**config.mk**
```make
export PLATFORM = sky130hd
export DESIGN_NAME = priority_encoder
export DESIGN_NICKNAME = d
export VERILOG_FILES = /design/src/rtl/priority_encoder.sv
export SDC_FILE = /design/constraint.sdc
export NUM_CORES = 1
export LEC_CHECK = 0
export BUFFER_PORTS_ARGS = -buffer_cell sky130_fd_sc_hd__buf_2
export CAP_MARGIN = 20
export CORE_AREA = 5 5 42 44
export CTS_BUF_LIST = sky130_fd_sc_hd__clkbuf_8
export DETAILED_ROUTE_END_ITERATION = 16
export DIE_AREA = 0 0 47 49
export SLEW_MARGIN = 20
export SYNTH_ARGS = -nofsm -noshare
export SYNTH_HDL_FRONTEND = slang
export SYNTH_SLANG_ARGS = --single-unit
```
**constraint.sdc**
```tcl
create_clock -name clk -period 1.5 [get_ports clk]
set_clock_uncertainty 0.15 [all_clocks]
set_input_delay 0.3 -clock clk [delete_from_list [all_inputs] [get_ports clk]]
set_output_delay 0.3 -clock clk [all_outputs]
set_load 0.02 [all_outputs]
```
**src/rtl/priority_encoder.sv**
```systemverilog
// Registered 4-to-2 priority encoder with valid flag; D[0] is the highest priority.
// One cycle of latency from D to Y/valid, synchronous active-high reset.
module priority_encoder (
    input  logic       clk,
    input  logic       rst,
    input  logic [3:0] D,
    output logic [1:0] Y,
    output logic       valid
);

    localparam int unsigned REQ_W = 4;
    localparam int unsigned IDX_W = 2;

    logic [IDX_W-1:0] y_d;
    logic [IDX_W-1:0] y_q;
    logic             valid_d;
    logic             valid_q;
    logic [REQ_W-1:0] req;

    assign req = D;

    // Next-state encode: reset is checked first so X on D is never looked at.
    always_comb begin
        y_d     = '0;
        valid_d = 1'b0;
        if (!rst) begin
            if (req[0]) begin
                y_d     = IDX_W'(3);
                valid_d = 1'b1;
            end else if (req[1]) begin
                y_d     = IDX_W'(2);
                valid_d = 1'b1;
            end else if (req[2]) begin
                y_d     = IDX_W'(1);
                valid_d = 1'b1;
            end else if (req[3]) begin
                y_d     = IDX_W'(0);
                valid_d = 1'b1;
            end
        end
    end

    // Output registers; reset is folded into the next-state logic.
    always_ff @(posedge clk) begin
        y_q     <= y_d;
        valid_q <= valid_d;
    end

    assign Y     = y_q;
    assign valid = valid_q;

endmodule

```
==> metrics, run 1 <==
sequential share of the synthesized area a little over three fifths; GR Overflow Total 0; critical path, cell by cell buf_2; Final setup viols 0; First-pass DRT Iterations 1; CTS max path bufs 2; initial antenna violation count 0; Max Clk Rate 0.901 GHz; pin count of the biggest net entering global routing 4; Slowest cell on crit path dfxtp_1; gpl congestion 0.624; Mapped Avg Cell Area 9.51 um^2; Worst Path Buf+Inv 1; # diodes 0; syn nets 16; global-route wire length before repair 379 um; CP startpoint kind register; Initial Util 6.79%; Die Y 49 um; Final Non-Filler Cells 38; Setup Buffers After CTS 0; Die W 47 um; VDD IR-drop max 0.280 mV; Nets 29; DRC Markers 0; Tmin final ~1100 ps; Final Util 14.3%; biggest area consumer among synthesized cells dfxtp_1; CP Class reg2out; Crit. End Element output port; CTS tree built; delay-heaviest family, CP flip-flops; Synthesis Warnings 0; # port buffers 8; commonest cells in the netlist 3 x dfxtp_1, 3 x nor2_1; Post-Route WL 261 um; status finished clean; vias in the first global route about 100; Final Hold Viols 0; clock sinks 3; setup TNS 0 ps; number of synthesized flops with an enable pin 0; Slew HR approximately 92%; core area 1400 um^2; Hold Path Class in2reg; Post-Syn Area about 95 um^2; Yosys cell types 6; placed cells 34; Total GRT Usage ~3.0%; Num CTS Buffers 3; largest fanout on the critical path 1; die area 2300 um^2; vias per cell 2.87; Critical Path Max Stage Delay just under 300 ps; DRT antenna net count 0; max_cap viols 0; CTS Root Cell clkbuf_8; Slew Viols, Final 0; #FFs+latches synth 3; Syn Inst Count 10; Crit path required time ~1100 ps; Area contributors post-synth dfxtp_1 63%, nor2_1 12%, a21oi_2 9.2%; Async S/R FF share, synth 0%; Cell Pwr Density between 1500 and 2000 nW/um^2; row count 14; DR WL/cell 6.87 um; top-area cell type share of the netlist area 63.2%; post-cts resize count 0; initial DRC count 0; Final Cycle Share 74.0%; via count 109; RSZ-0062 raised after global routing false; CP arrival around 660 ps; leakage 0.102 nW; # IOs 9; Tightest Pin Transition 126 ps; cts hold-fix bufs 0; main flop type after synthesis dfxtp_1; Final Hold Slack 128 ps; share of cells above drive strength 1 54.5%; CTS H-Tree Depth 1; Reg clk slew, reported paths ~30 ps; area delta synth->final 111%
==> stage by stage <==
step	total power [mW]	instance area [um^2]	worst slack [ps]
after floorplan	0.101	95.1	655
after global placement	0.114	155	593
after detailed placement	0.115	155	594
after CTS	0.346	200	379
after global routing	0.357	200	346
final	0.336	200	390
==> cells by family (layout without fill, tap and decap cells) <==
kind of cell | count (synthesis) | after routing | synth area share, %
flops | 3 | 3 | 63.2
simple gates | 4 | 4 | 18.4
compound gates | 2 | 2 | 14.5
buf+inv | 1 | 13 | 3.94
==> placed cells by master (no fill, tap or decap) <==
master,instances
buf_2,8
dfxtp_1,3
nor2_1,3
clkbuf_8,3
inv_1,2
nand2b_1,1
a21oi_2,1
a21oi_1,1
==> metal layers <==
layer | routed length [um] | vias to the layer above | global-route usage, %
li1 | - | 54 | -
met1 | 126 | 44 | 2.63
met2 | 64 | 11 | 1.81
met3 | 70 | 0 | 5.17
met4 | 0 | 0 | 4.15
met5 | 0 | - | 0
==> cell type report <==
class | count | area [um^2]
fill | 168 | 1200
timing repair buffer | 8 | 40.0
clock buffer | 3 | 41.3
inverter | 1 | 3.75
tap | 16 | 20.0
sequential | 3 | 60.1
clock inverter | 1 | 3.75
multi-input combinational | 6 | 31.3
==> worst paths after layout <==
path	start	slack, ps	endpoint	cells past startpoint
setup / recovery	Y[1]	390	Y[1]	1
hold / removal	rst	130	Y[0]	2
==> sequential cells by signal, indices dropped and copies added (netlist names) <==
signal and flops:
Y 2, valid 1
==> power by group <==
part	switching (mW)	total, mW	internal, mW
registers	0.000907	0.0866	0.0857
clock network	0.0487	0.223	0.174
logic	0.0158	0.0271	0.0113
Note: power is estimated with default switching activity, not from simulation.
==> run 2: changes to the inputs <==
==> constraint.sdc (replaced) <==
create_clock -name clk -period 0.96 [get_ports clk]
set_clock_uncertainty 0.15 [all_clocks]
set_input_delay 0.192 -clock clk [delete_from_list [all_inputs] [get_ports clk]]
set_output_delay 0.192 -clock clk [all_outputs]
set_load 0.02 [all_outputs]
==> metrics, run 2 (synthesis results as in run 1) <==
status finished with violations (was finished clean); violated checks negative setup slack; row count 14 (unchanged); Reg clk slew, reported paths 30 ps (about the same); Die W 47 um (unchanged); CTS tree built (unchanged); register area 63.8 um^2 (was 60.1 um^2); Final Hold Slack 12.1 ps (was 128 ps); Slew Viols, Final 0 (unchanged); area delta synth->final 134% (was 111%); delay-heaviest family, CP flip-flops (unchanged); # port buffers 8 (unchanged); CTS H-Tree Depth 1 (unchanged); gpl congestion 0.624 (unchanged); Die Y 49 um (unchanged); setup ws final -16.8 ps (was 390 ps); max reg flops 2 (unchanged); Final Hold Viols 0 (unchanged); First-pass DRT Iterations 1 (unchanged); commonest non-fill, non-tap cell in the layout buf_2 (unchanged); # diodes 0 (unchanged); setup TNS -48.3 ps (was 0 ps); Cell Pwr Density 2410 nW/um^2 (was 1680 nW/um^2); GR Overflow Total 0 (unchanged); met3 Usage GRT 4.43% (was 5.17%); Final Cycle Share 102%; Slew HR 91.6% (unchanged); Max Clk Rate 1.02 GHz; global routing usage on met2 1.81% (unchanged); critical path, cell by cell buf_6 (was buf_2); Final Util 15.9% (was 14.3%); CP Class reg2out (unchanged); DR WL/cell 6.79 um (was 6.87 um); Crit. End Element output port (unchanged); CTS max path bufs 2 (unchanged); Final setup viols 3 (was 0); Worst Hold Depth 2 (unchanged); DRC Markers 0 (unchanged); CTS Root Cell clkbuf_8 (unchanged); Nets 29 (unchanged); # IOs 9 (unchanged); Hold Path Class in2reg (unchanged); Worst Path Buf+Inv 1 (unchanged); Place WS 162 ps (was 594 ps); share of cells above drive strength 1 68.2% (was 54.5%); final instance area 223 um^2 (was 200 um^2); CP startpoint kind register (unchanged); cts hold-fix bufs 0 (unchanged); grt peak-use layer met3 (unchanged); core area 1400 um^2 (unchanged); Tmin final 977 ps; RSZ-0062 raised after global routing true (was false); Num CTS Buffers 3 (unchanged); Final Non-Filler Cells 38 (unchanged); Crit path required time 620 ps (was 1050 ps); DRT antenna net count 0 (unchanged); Area after DPL 155 um^2 (unchanged); Final Total Pwr 0.538 mW (was 0.336 mW); clock sinks 3 (unchanged); Total GRT Usage 2.95% (was 3.02%); FILL cells 168 (unchanged); largest fanout on the critical path 1 (unchanged); leakage 0.107 nW (was 0.102 nW); area of the multi-input gates 31.3 um^2 (unchanged); Initial Util 6.79% (unchanged); Worst path depth 1 (unchanged); Slowest cell on crit path dfxtp_2 (was dfxtp_1); die area 2300 um^2 (unchanged); Hold Crit Start rst (unchanged); Tightest Pin Transition 126 ps (unchanged); most frequent cells in the layout 5 x buf_2, 3 x dfxtp_2, 3 x nor2_1, 3 x clkbuf_8, 3 x buf_6 (was 8 x buf_2, 3 x dfxtp_1, 3 x nor2_1, 3 x clkbuf_8, 2 x inv_1); vias per cell 2.82 (was 2.87); global-route wire length before repair 365 um (was 379 um); initial antenna violation count 0 (unchanged); VDD IR-drop max 0.448 mV (was 0.280 mV); placed cells 34 (unchanged); vias in the first global route 96 (was 102); pin count of the biggest net entering global routing 4 (unchanged); max_cap viols 0 (unchanged); Hold Path End Y[0] (unchanged); met1 Use GR 2.84% (was 2.63%); Post-Route WL 258 um (was 261 um); initial DRC count 0 (unchanged); CP arrival 630 ps (was 660 ps); via count 107 (was 109); Critical Path Max Stage Delay 300 ps (was 290 ps)
run 2: cell counts in the layout (fill, tap and decap cells not counted):
No cell type changed its count.
run 2: worst max path at each step:
stage | slack, ps | endpoint | start
floorplan | 220 | Y[0] | Y[0]
global placement | 160 | Y[0] | D[1]
detailed placement | 160 | Y[0] | D[1]
CTS | -30 | Y[1] | Y[1]
global route | -40 | Y[1] | Y[1]
finish | -20 | Y[0] | Y[0]
run 2: area by class of cell:
class                           instances  share of cell area (%)
Timing Repair Buffer                    8                    26.4
Inverter                                1                    1.69
Sequential cell                         3                    28.7
Tap cell                               16                    8.99
Clock inverter                          1                    1.69
Clock buffer                            3                    18.5
Multi-Input combinational cell          6                    14.0
run 2: routing by layer:
layer	vias up	part of all wire, %	wire length, um
met5	-	0	0
met4	0	0	0
met3	0	22	57
met2	11	25	65
met1	42	52	135
li1	54	-	-
run 2: where the power goes:
part | internal [mW] | switching [mW]
sequential | 0.136 | 0.00326
combinational | 0.0271 | 0.0242
clock | 0.272 | 0.0761
run 2: timing repair:
item | 4_1_cts | 5_1_grt
resized for setup | 9 | 0
setup endpoints to repair | 3 | 3
buffers inserted | 0 | 0
